## config.mk

```make
export PLATFORM = sky130hd
export DESIGN_NAME = crc_serial_gen
export DESIGN_NICKNAME = d
export VERILOG_FILES = /design/src/rtl/crc_pkg.sv /design/src/rtl/crc_step.sv /design/src/rtl/crc_serial_gen.sv
export SDC_FILE = /design/constraint.sdc
export NUM_CORES = 1
export LEC_CHECK = 0
export ABC_CLOCK_PERIOD_IN_PS = 3360
export BUFFER_PORTS_ARGS = -buffer_cell sky130_fd_sc_hd__buf_2
export CORE_AREA = 2 2 81 83
export DETAILED_ROUTE_END_ITERATION = 6
export DIE_AREA = 0 0 83 85
export HOLD_SLACK_MARGIN = 0.06
export MAX_ROUTING_LAYER = met4
export SLEW_MARGIN = 10
export SYNTH_ARGS = -nofsm -noshare
export SYNTH_HDL_FRONTEND = slang
export SYNTH_SLANG_ARGS = --single-unit
```

## constraint.sdc

```tcl
create_clock -name clk -period 3.36 [get_ports clk]
set_input_delay 0.168 -clock clk [delete_from_list [all_inputs] [get_ports clk]]
set_output_delay 0.168 -clock clk [all_outputs]
set_load 0.05 [all_outputs]
```

## src/rtl/crc_pkg.sv

```systemverilog
// crc_pkg: shared FSM states, counter sizing and named polynomials for the serial CRC encoder
package crc_pkg;
  typedef enum logic [1:0] {IDLE, COMPUTE, FLUSH} state_t;
  localparam logic [15:0] CRC16_IBM = 16'h8005;
  localparam logic [15:0] CRC16_CCITT = 16'h1021;
  localparam logic [7:0] CRC8_ATM = 8'h07;
  function automatic int cnt_w(input int w);
    return $clog2(w + 1);
  endfunction
endpackage

```

## src/rtl/crc_step.sv

```systemverilog
// crc_step: one-bit MSB-first LFSR update for a normal-form generator polynomial
module crc_step import crc_pkg::*; #(
  parameter int CRC_W = 16,
  parameter logic [CRC_W-1:0] POLY = CRC_W'(CRC16_IBM)
) (
  input logic [CRC_W-1:0] crc_in,
  input logic data_bit,
  output logic [CRC_W-1:0] crc_out
);
  assign crc_out = {crc_in[CRC_W-2:0], 1'b0} ^ ((crc_in[CRC_W-1] ^ data_bit) ? POLY : '0);
endmodule

```

## src/rtl/crc_serial_gen.sv

```systemverilog
// crc_serial_gen: parametrised bit-serial CRC encoder; define CRC_CHECK_EN to add the received-codeword residue check
module crc_serial_gen import crc_pkg::*; #(
  parameter int CRC_W = 16,
  parameter logic [CRC_W-1:0] POLY = CRC_W'(CRC16_IBM),
  parameter logic [CRC_W-1:0] INIT = '0,
  parameter logic [CRC_W-1:0] XOROUT = '0
) (
  input logic clk,
  input logic rst,
  input logic start,
  input logic in_valid,
  input logic in_bit,
  input logic in_last,
`ifdef CRC_CHECK_EN
  input logic check_mode,
  output logic crc_ok,
`endif
  output logic out_valid,
  output logic out_bit,
  output logic out_last,
  output logic busy,
  output logic done,
  output logic [CRC_W-1:0] crc_value
);
  localparam int CW = cnt_w(CRC_W);
  state_t state, state_n;
  logic [CRC_W-1:0] crc_reg, crc_n, next_crc, val_n;
  logic [CW-1:0] cnt, cnt_n;
  logic ov_n, ob_n, ol_n, dn_n, chk;
  crc_step #(.CRC_W(CRC_W), .POLY(POLY)) u_step (
    .crc_in(crc_reg),
    .data_bit(in_bit),
    .crc_out(next_crc)
  );
  assign busy = state != IDLE;
  always_comb begin
    state_n = state;
    crc_n = crc_reg;
    cnt_n = cnt;
    ov_n = 1'b0;
    ob_n = 1'b0;
    ol_n = 1'b0;
    dn_n = out_last;
    val_n = crc_value;
    case (state)
      IDLE: begin
        crc_n = INIT;
        state_n = start ? COMPUTE : IDLE;
      end
      COMPUTE: begin
        if (start) begin
          crc_n = INIT;
        end else if (in_valid) begin
          crc_n = next_crc;
          ov_n = 1'b1;
          ob_n = in_bit;
          if (in_last && chk) begin
            crc_n = INIT;
            val_n = next_crc;
            dn_n = 1'b1;
            state_n = IDLE;
          end else if (in_last) begin
            crc_n = next_crc ^ XOROUT;
            val_n = next_crc ^ XOROUT;
            cnt_n = '0;
            state_n = FLUSH;
          end
        end
      end
      FLUSH: begin
        ov_n = 1'b1;
        ob_n = crc_reg[CRC_W-1];
        crc_n = {crc_reg[CRC_W-2:0], 1'b0};
        cnt_n = cnt + 1'b1;
        ol_n = cnt == CW'(CRC_W - 1);
        state_n = ol_n ? IDLE : FLUSH;
      end
      default: state_n = IDLE;
    endcase
  end
  always_ff @(posedge clk) begin
    if (!rst) begin
      state <= IDLE;
      crc_reg <= INIT;
      cnt <= '0;
      out_valid <= 1'b0;
      out_bit <= 1'b0;
      out_last <= 1'b0;
      done <= 1'b0;
      crc_value <= '0;
    end else begin
      state <= state_n;
      crc_reg <= crc_n;
      cnt <= cnt_n;
      out_valid <= ov_n;
      out_bit <= ob_n;
      out_last <= ol_n;
      done <= dn_n;
      crc_value <= val_n;
    end
  end
`ifdef CRC_CHECK_EN
  always_ff @(posedge clk) begin
    if (!rst) begin
      chk <= 1'b0;
      crc_ok <= 1'b0;
    end else begin
      if (state == IDLE && start) chk <= check_mode;
      if (state == COMPUTE && !start && in_valid && in_last && chk) crc_ok <= next_crc == '0;
    end
  end
`else
  assign chk = 1'b0;
`endif
endmodule

```

==> impl_metrics.csv <==
group,metric,value,unit
timing,drv_slew,0,
routing,drt_first_pass_iters,4,
routing,wl_met1,1640,um
global_route,grt_util_all_layers,10.9,%
floorplan,die_h,85,um
clock_tree,cts.sinks,43,
yosys,synth-main-ff-cell,"dfxtp_1",
yosys,synth_most_common_cell,"dfxtp_1",
floorplan,start_util,28.9,%
clock_tree,clk_path_buf_depth,2,
yosys,ys_seq_area_share,48.1,%
layout,drive_above_1_share,22.6,%
routing,num_vias,1335,
floorplan,ioPinCount,27,
worst_setup_path,critPathCaptureType,"flop",
routing,wire_per_inst,12.1,um
clock_tree,root_buffer,"clkbuf_8",
worst_setup_path,reg2reg_depth,6,
layout,n_fill_cell,655,
yosys,synthCells,185,
placed_design,place_hpwl,2340,um
yosys,synth-warning-count,0,
clock_tree,ctsHoldBuffers,0,
layout,n_antenna_cell,0,
yosys,synth_top_family_by_area,"compound AO/OA/AOI/OAI gates",
worst_setup_path,max_stage_delay,670,ps
worst_setup_path,crit_cells,6,
timing,finalSetupTns,0,ps
worst_setup_path,rrSetupSlack,1210,ps
yosys,yosys.area_share.adder,4.19,%
yosys,syn_area_per_cell,9.68,sq um
yosys,yosysUniqueCellTypes,44,
worst_setup_path,r2r_start,"state[1]",
clock_tree,numCtsBuffers,5,
yosys,syn-num-nets,197,
worst_setup_path,crit_path_max_fanout,17,
yosys,synthSimpleGateAreaFrac,18.3,%
routing,dr_wl_met2,1590,um
global_route,grt_pass1_vias,1298,
floorplan,fp.dieW,83,um
layout,area_delta_synth_final,13.3,%
placed_design,pre_cts_slack,1170,ps
timing,slew_headroom,42.3,%
global_route,grt_pass1_wl,6000,um
worst_setup_path,crit_end,"cnt[2]",
routing,drtIter0Drc,63,
yosys,synth_edf_count,0,
timing,max_freq,464,MHz
worst_setup_path,crit_type,"reg -> reg",
yosys,synth_compound_area_share,21.5,%
routing,drc,0,
timing,finalCritPeriodShare,64.1,%
yosys,synth_largest_area_cell,"dfxtp_1",
floorplan,num_rows,29,
worst_hold_path,hold_path_class,"in -> reg",
clock_tree,clkLatencyLatePin,300,ps
timing,hold_viol,0,
worst_setup_path,arrival,2340,ps
timing,worst_slack,1210,ps
flow_run,max-cap-violations,0,
worst_setup_path,reg2reg_to,"cnt[2]",
worst_setup_path,worst_path_max_delay_cell,"and4b_1",
yosys,muxShareOfSynthArea,0.559,%
yosys,synthArstFlopShare,0,%
floorplan,core_area,6200,sq um
timing,rsz0062_at_grt,"no",
worst_hold_path,hp-start,"in_bit",
routing,top_layer_used,"met4",
worst_setup_path,path_buf_inv,1,
worst_setup_path,startpoint,"state[1]",
clock_tree,htree_levels,2,
layout,nets,219,
worst_setup_path,crit_required,3550,ps
routing,routed_wl,3450,um
worst_setup_path,start_kind,"flop",
timing,min_period,2150,ps
yosys,syn-cell-area,1790,sq um
worst_setup_path,path_cells,"inv_1 -> ha_1 -> and4b_1 -> a21oi_2 -> a221oi_1 -> nor2b_1",
timing,tightest_slew,862,ps
status,status,"complete, no violations",
placed_design,gp_congestion,0.782,
power_and_ir_drop,ir_drop,0.231,mV
routing,via_per_inst,4.68,
clock_tree,clk_pin_slew,80,ps
yosys,synth_xor_area_share,1.89,%
clock_tree,cts_setup_buffers,0,
routing,dr_wl_met3,157,um
placed_design,port_buffers,26,
yosys,synth_top_area_share,48.1,%
routing,ant_nets,0,
power_and_ir_drop,p_leak,0.000855,uW
global_route,antenna_found_initial,0,
global_route,grt-ovfl-total,0,
clock_tree,tritoncts,"done",
worst_setup_path,critical-path-top-delay-family,"simple AND/OR/NAND/NOR gates",
power_and_ir_drop,p_per_area,487,nW/um^2
yosys,synth_area_leaders,"dfxtp_1, nand2_1, a21boi_0",
global_route,grt_max_degree,31,
yosys,synth_commonest_cells,"dfxtp_1, nand2_1, a21boi_0",
yosys,synth-seq-cells,43,
floorplan,dieArea,7060,sq um
timing,finalSetupViolations,0,
clock_tree,post_cts_resized,0,
timing,clock_skew,3.08,ps
==> through the flow <==
step | cells | cell area (sq um) | util [%] | hold slack (ps) | power [uW]
floorplan | 185 | 1790 | - | 312 | 658
global placement | 277 | 1940 | 31.3 | 447 | 672
detailed placement | 277 | 1940 | 31.3 | 456 | 674
CTS | 285 | 2030 | 32.7 | 150 | 1000
global route | 285 | 2030 | 32.7 | 178 | 1040
finish | 285 | 2030 | 32.7 | 150 | 989
==> how the worst min path moves through the flow <==
stage	cells past startpoint	end
floorplan	2	out_bit
global placement	1	done
global route	3	out_bit
finish	3	out_bit
CTS	3	out_bit
detailed placement	2	crc_value[4]
==> tightest hold or removal path, delay by kind of cell <==
kind	cells	cell delay [ps]
AOI/OAI and AO/OA	1	60
buffers and inverters	1	110
and+or+nand+nor	1	70
==> layout make-up <==
class                           instances  area (sq um)  area share [%]
Timing Repair Buffer                   26           130            6.41
Clock buffer                            6          72.6            3.58
Tap cell                               77          96.3            4.75
Inverter                                7          26.3            1.29
Clock inverter                          2          12.5           0.617
Multi-Input combinational cell        124           831            40.9
Sequential cell                        43           861            42.4
==> where the power goes <==
| part | switching [uW] | internal (uW) | leakage [uW] |
|---|---|---|---|
| combinational | 91.8 | 43.7 | 0.000467 |
| clock | 183 | 145 | 0.0000412 |
| sequential | 7.24 | 518 | 0.000347 |
==> cell usage in the layout (no fill, tap or decap), types with 2 or more instances in the layout <==
cell type	n
clkbuf_8	5
a21boi_0	13
nor2_1	10
buf_2	26
a22o_1	4
ha_1	6
o211a_1	2
a22o_2	9
dfxtp_1	43
nor2b_1	5
nand3_1	3
and2_1	3
a22oi_1	4
o21ai_0	3
a21boi_1	2
inv_1	7
nand2_1	34
xor2_1	2
and3_1	2
==> cell families after synthesis <==
kind of cell / after synthesis
AO/OA/AOI/OAI: 47
XOR/XNOR: 3
adder cells (fa/ha/maj): 6
buffers and inverters: 18
flip-flops: 43
multiplexers: 1
AND/OR/NAND/NOR: 67
==> per-layer routing <==
layer  vias up  global-route usage [%]
li1        689                       -
met1       614                    12.6
met2        23                    17.7
met3         9                    2.92
met4         0                    4.92
met5         -                       -
Note: power is estimated with default switching activity, not from simulation.
